## config.mk

```make
export PLATFORM = sky130hd
export DESIGN_NAME = fx_mac_pipe
export DESIGN_NICKNAME = d
export VERILOG_FILES = /design/src/rtl/fx_mac_pipe.sv
export SDC_FILE = /design/constraint.sdc
export NUM_CORES = 1
export LEC_CHECK = 0
export ABC_CLOCK_PERIOD_IN_PS = 17460
export CORE_MARGIN = 1
export CORE_UTILIZATION = 50
export CTS_BUF_LIST = sky130_fd_sc_hd__clkbuf_16
export CTS_CLUSTER_SIZE = 12
export DETAILED_ROUTE_END_ITERATION = 10
export GPL_ROUTABILITY_DRIVEN = 0
export PLACE_DENSITY = 0.72
export SYNTH_ARGS = -nofsm -noshare
export SYNTH_HDL_FRONTEND = slang
export SYNTH_SLANG_ARGS = --single-unit
```

## constraint.sdc

```tcl
create_clock -name clk -period 17.46 [get_ports clk]
set_input_delay 1.746 -clock clk [delete_from_list [all_inputs] [get_ports clk]]
set_output_delay 1.746 -clock clk [all_outputs]
set_load 0.05 [all_outputs]
```

## src/rtl/fx_mac_pipe.sv

```systemverilog
// fx_mac_pipe: three-stage signed fixed-point multiply-add/subtract with
// valid/ready flow control, per-stage stall with bubble collapsing, and
// saturation to OUT_W bits.
//   result = sat((a*b) >>> FRAC +/- c)
// Optional build macro: FX_MAC_ROUND_EN. When defined, 2^(FRAC-1) is added to
// the product before the arithmetic shift (round half up); otherwise the shift
// truncates toward -inf.
module fx_mac_pipe #(
    parameter int IN_W  = 16,
    parameter int FRAC  = 8,
    parameter int OUT_W = 16
) (
    input  logic             clk,
    input  logic             rst,
    input  logic             in_valid,
    output logic             in_ready,
    input  logic [IN_W-1:0]  in_a,
    input  logic [IN_W-1:0]  in_b,
    input  logic [OUT_W-1:0] in_c,
    input  logic             in_sub,
    output logic             out_valid,
    input  logic             out_ready,
    output logic [OUT_W-1:0] out_result,
    output logic             out_sat
);

    // Full product width and the guarded sum width (two extra bits so that
    // Q +/- c can never wrap before the saturation compare).
    localparam int PW = 2 * IN_W;
    localparam int SW = ((PW > OUT_W) ? PW : OUT_W) + 2;

    localparam logic signed [SW-1:0] MAX_C = {{(SW-OUT_W+1){1'b0}}, {(OUT_W-1){1'b1}}};
    localparam logic signed [SW-1:0] MIN_C = {{(SW-OUT_W+1){1'b1}}, {(OUT_W-1){1'b0}}};
`ifdef FX_MAC_ROUND_EN
    localparam logic signed [SW-1:0] RND_C = {{(SW-1){1'b0}}, 1'b1} << (FRAC-1);
`endif

    // Stage 1: captured operands
    logic                    v1_q,   v1_d;
    logic signed [IN_W-1:0]  a1_q,   a1_d;
    logic signed [IN_W-1:0]  b1_q,   b1_d;
    logic signed [OUT_W-1:0] c1_q,   c1_d;
    logic                    sub1_q, sub1_d;

    // Stage 2: full product plus carried addend
    logic                    v2_q,   v2_d;
    logic signed [PW-1:0]    p2_q,   p2_d;
    logic signed [OUT_W-1:0] c2_q,   c2_d;
    logic                    sub2_q, sub2_d;

    // Output stage
    logic                    v3_q,   v3_d;
    logic [OUT_W-1:0]        res_q,  res_d;
    logic                    sat_q,  sat_d;

    // Handshake / advance chain
    logic adv1_s, adv2_s, adv3_s, load1_s, in_ready_s;

    // Datapath intermediates
    logic signed [PW-1:0]    a_ext_s, b_ext_s, prod_s;
    logic signed [SW-1:0]    p_ext_s, p_rnd_s, q_s, c_ext_s, sum_s;
    logic [OUT_W-1:0]        sat_res_s;
    logic                    sat_flag_s;

    // Advance chain: a stage moves when it is full and its successor is empty or moving.
    always_comb begin
        adv3_s     = v3_q & out_ready;
        adv2_s     = v2_q & (~v3_q | adv3_s);
        adv1_s     = v1_q & (~v2_q | adv2_s);
        in_ready_s = ~v1_q | adv1_s;
        load1_s    = in_valid & in_ready_s;
    end

    // Stage 2 multiply: operands sign-extended to the product width.
    always_comb begin
        a_ext_s = {{IN_W{a1_q[IN_W-1]}}, a1_q};
        b_ext_s = {{IN_W{b1_q[IN_W-1]}}, b1_q};
        prod_s  = a_ext_s * b_ext_s;
    end

    // Stage 3 arithmetic: optional round, shift, add/sub, then clamp.
    always_comb begin
        p_ext_s = {{(SW-PW){p2_q[PW-1]}}, p2_q};
`ifdef FX_MAC_ROUND_EN
        p_rnd_s = p_ext_s + RND_C;
`else
        p_rnd_s = p_ext_s;
`endif
        q_s     = p_rnd_s >>> FRAC;
        c_ext_s = {{(SW-OUT_W){c2_q[OUT_W-1]}}, c2_q};
        if (sub2_q) begin
            sum_s = q_s - c_ext_s;
        end else begin
            sum_s = q_s + c_ext_s;
        end
        if (sum_s > MAX_C) begin
            sat_res_s  = MAX_C[OUT_W-1:0];
            sat_flag_s = 1'b1;
        end else if (sum_s < MIN_C) begin
            sat_res_s  = MIN_C[OUT_W-1:0];
            sat_flag_s = 1'b1;
        end else begin
            sat_res_s  = sum_s[OUT_W-1:0];
            sat_flag_s = 1'b0;
        end
    end

    // Next-state for stage 1: fill on input transfer, empty when it drains, else hold.
    always_comb begin
        if (load1_s) begin
            v1_d = 1'b1;
        end else if (adv1_s) begin
            v1_d = 1'b0;
        end else begin
            v1_d = v1_q;
        end
        if (load1_s) begin
            a1_d   = in_a;
            b1_d   = in_b;
            c1_d   = in_c;
            sub1_d = in_sub;
        end else begin
            a1_d   = a1_q;
            b1_d   = b1_q;
            c1_d   = c1_q;
            sub1_d = sub1_q;
        end
    end

    // Next-state for stage 2: load the product when stage 1 advances.
    always_comb begin
        if (adv1_s) begin
            v2_d = 1'b1;
        end else if (adv2_s) begin
            v2_d = 1'b0;
        end else begin
            v2_d = v2_q;
        end
        if (adv1_s) begin
            p2_d   = prod_s;
            c2_d   = c1_q;
            sub2_d = sub1_q;
        end else begin
            p2_d   = p2_q;
            c2_d   = c2_q;
            sub2_d = sub2_q;
        end
    end

    // Next-state for the output stage: result/flag hold their last value when idle.
    always_comb begin
        if (adv2_s) begin
            v3_d = 1'b1;
        end else if (adv3_s) begin
            v3_d = 1'b0;
        end else begin
            v3_d = v3_q;
        end
        if (adv2_s) begin
            res_d = sat_res_s;
            sat_d = sat_flag_s;
        end else begin
            res_d = res_q;
            sat_d = sat_q;
        end
    end

    // Pipeline registers; reset drops every in-flight beat and clears the output.
    always_ff @(posedge clk) begin
        if (rst) begin
            v1_q   <= 1'b0;
            a1_q   <= {IN_W{1'b0}};
            b1_q   <= {IN_W{1'b0}};
            c1_q   <= {OUT_W{1'b0}};
            sub1_q <= 1'b0;
            v2_q   <= 1'b0;
            p2_q   <= {PW{1'b0}};
            c2_q   <= {OUT_W{1'b0}};
            sub2_q <= 1'b0;
            v3_q   <= 1'b0;
            res_q  <= {OUT_W{1'b0}};
            sat_q  <= 1'b0;
        end else begin
            v1_q   <= v1_d;
            a1_q   <= a1_d;
            b1_q   <= b1_d;
            c1_q   <= c1_d;
            sub1_q <= sub1_d;
            v2_q   <= v2_d;
            p2_q   <= p2_d;
            c2_q   <= c2_d;
            sub2_q <= sub2_d;
            v3_q   <= v3_d;
            res_q  <= res_d;
            sat_q  <= sat_d;
        end
    end

    assign in_ready   = in_ready_s;
    assign out_valid  = v3_q;
    assign out_result = res_q;
    assign out_sat    = sat_q;

endmodule

```

==> metrics.md <==
| Metric | Value |
|---|---|
| R2R depth | 19 |
| Peak VDD IR | 0.0559 mV |
| Routed vias | 12000 |
| WHS Endpoint | c2_q[12] |
| Pleak | 7.61 nW |
| Met3 WL post-DR | 1.58 mm |
| Global-route wire length before repair | roughly 63 mm |
| CTS tree | yes |
| Die width | roughly 180 um |
| Min-delay src | c1_q[12] |
| Final period demand of the worst path | 7.12 ns |
| Layout cells sized above 1 | 3.13% |
| Relative slew slack | 39.3% |
| Critical-path top delay cell | dfxtp_1 |
| R2r setup slk | approximately 10 ns |
| Area Growth Syn to Fin | 8.42% |
| Tcrit/Tclk final | between 40% and 50% |
| Pre-CTS setup slack | 10.49 ns |
| Initial Utilization | 51.3% |
| Data required, critical path | around 18 ns |
| Hold slack final | 0.457 ns |
| Dpl hpwl | approximately 28 mm |
| I/O Pins | 72 |
| Outcome | finished, final reports clean |
| Nature of the critical path endpoint | flip-flop |
| Setup TNS | 0 ns |
| Setup crit start | b1_q[15] |
| DR vias/cell | 5.42 |
| Die ar. | roughly 31000 um2 |
| Clock transition at path regs | 0.09 ns |
| DR WL met2 | around 18 mm |
| Peak per-stage delay on the critical path | 0.66 ns |
| DR DRC count | 0 |
| Most frequent CP cell | fa_1 |
| Post_cts resized | 0 |
| Syn Nets | 2227 |
| Final Max Tran Viols | 0 |
| Util after Layout | 55.6% |
| M1 WL | between 15 and 20 mm |
| Max-Cap Viols | 0 |
| Cell count of the worst hold path | 2 |
| Later-pin clock latency in the skew report | 0.37 ns |
| # fillers | 2687 |
| Wire per inst | 16.5 um |
| Syn Area/Cell | ~8.5 um2 |
| Dominant synthesized flop cell | dfxtp_1 |
| CTS sink cnt | 110 |
| FF-to-FF Start | b1_q[15] |
| Largest net degree at the start of global routing | 81 |
| Crit-path max FO | 11 |
| Total setup buffers inserted after CTS | 0 |
| Port Buffers | 71 |
| YS warnings | 0 |
| CTS max path bufs | 2 |
| Row cnt | 63 |
| Netlist cell types | 68 |
| PwrDens | ~62 nW/um2 |
| DR pass1 iterations | 6 |
| Iteration-0 DRC count of the detailed router | 702 |
| Unrepaired setup endpoints after global routing | no |
| Cells after Synth | 1808 |
| Number of synthesized register bits | between 100 and 150 |
| Initial antenna violation count | 0 |
| Setup Skew | 0.0163 ns |
| Post-route setup slack | approximately 10 ns |
| NumNets Final | 2238 |
| Hold Vio Cnt, Final | 0 |
| Hold_buf cts | 0 |
| Worst slew pin tran | 0.910 ns |
| Critical Path AT | approximately 7.4 ns |
| Top Layer Used | met4 |
| Netlist Area Pre-Place | 15300 um2 |
| Die Ht | 177 um |
| Grt ovf | 0 |
| Vias in the first global route | roughly 13000 |
| Antenna Cells | 0 |
| Core ar. | 29900 um2 |
| ANT nets after route | 0 |
| Post-synth EDFFs | 0 |
| Number of CTS-inserted buffers | 9 |
| Placed Cells | 2198 |
| Fin cells | 2214 |
| Seq/Total Area, Yosys | 14.4% |
| GRT Overall Usage | 25.6% |
| R2r endpoint | p2_q[30] |
| Asr flop ratio synth | 0% |
| Fmax | 140 MHz |
| CTS H-tree lvls | 3 |
| Startpoint types | flip-flop |
| Most common cell after layout, fill and taps aside | inv_1 |
| Critical path cell sequence | inv_1 > nor2_1 > fa_1 > fa_1 > fa_1 > fa_1 > fa_1 > inv_1 > fa_1 > inv_1 > ha_1 > nand4_1 > or2_2 > a31oi_1 > o21ai_0 > and3_1 > o31ai_1 > nand2_1 > a31o_2 |
| Worst Hold Class | reg -> reg |
| Final setup viols | 0 |
| Crit Path Class | reg -> reg |
| Highest-count cells in the layout ignoring fill and taps | inv_1 (353), nand2_1 (313), fa_1 (262), a21oi_1 (121), and2_1 (116) |
| Root buf cell | clkbuf_16 |
| Detailed Route WL | 36.6 mm |
==> per-layer routing <==
metal,up-vias,global-route usage (%)
li1,5592,-
met1,5974,32.4
met2,332,44.9
met3,93,2.19
met4,0,10.6
met5,-,0
==> cell usage after synthesis, types with 8 or more instances <==
cell type	n	area, um2
clkbuf_1	74	278
nand2b_1	10	62.6
fa_1	262	5250
nor2b_1	8	50.1
dfxtp_1	110	2200
o21ai_0	24	120
a31oi_1	8	50.1
and3_1	8	50.1
nor3_1	19	95.1
xnor2_1	47	412
nor2_1	63	236
and2_1	116	726
inv_1	353	1330
or3_1	18	113
ha_1	104	1300
nand2_1	314	1180
nand3_1	8	40.0
xor2_1	8	70.1
o21a_1	10	75.1
a21oi_1	121	606
nand3b_1	9	67.6
==> cell families (layout without fill, tap and decap cells) <==
| family | after synthesis | count (layout) | synth area share, % |
|---|---|---|---|
| fa+ha+maj | 366 | 366 | 42.7 |
| mux | 6 | 6 | 0.400 |
| compound gates | 240 | 240 | 10.4 |
| buf+inv | 433 | 449 | 10.7 |
| flops | 110 | 110 | 14.4 |
| simple gates | 598 | 598 | 18.3 |
| xor+xnor | 55 | 55 | 3.15 |
==> critical path: cells and delay by family, from the launching register on <==
kind	cells	cell delay (ns)
fa+ha+maj	7	3.46
compound gates	4	1.28
simple gates	5	1.10
flops	1	0.66
buf+inv	3	0.49
==> through the flow <==
stage	instance area, um2	power (W)
floorplan	15300	0.000689
CTS	16600	0.00104
detailed placement	16300	0.000812
global placement	16300	0.000799
finish	16600	0.00103
global route	16600	0.00112
==> power breakdown <==
part / internal [W] / total, W / switching [W]
Clock: 0.000105 / 0.000227 / 0.000122
Combinational: 0.000212 / 0.000504 / 0.000293
Sequential: 0.000271 / 0.000304 / 0.0000323
==> registers in the layout, indices dropped and copies added (netlist names) <==
signal / count
v1_q: 1
out_valid: 1
sub1_q: 1
sub2_q: 1
c2_q: 16
p2_q: 24
v2_q: 1
b1_q: 16
a1_q: 16
c1_q: 16
out_result: 16
out_sat: 1
==> worst max-delay path by stage <==
| stage | to | slack (ns) | cells past startpoint |
|---|---|---|---|
| after global placement | p2_q[30] | 10.55 | 19 |
| after CTS | p2_q[30] | 10.44 | 19 |
| final | p2_q[30] | 10.34 | 19 |
| after detailed placement | p2_q[30] | 10.49 | 19 |
| after floorplan | p2_q[30] | 11.23 | 22 |
| after global routing | p2_q[31] | 9.95 | 19 |
==> final cells by class <==
| type | count | area (um2) | share of cell area, % |
|---|---|---|---|
| Sequential cell | 110 | 2200 | 13.3 |
| Inverter | 353 | 1330 | 7.98 |
| Timing Repair Buffer | 80 | 776 | 4.67 |
| Clock buffer | 9 | 225 | 1.36 |
| Multi-Input combinational cell | 1265 | 11500 | 69.2 |
| Tap cell | 390 | 488 | 2.94 |
| Clock inverter | 7 | 91.3 | 0.550 |
(Power assumes the default switching activity.)
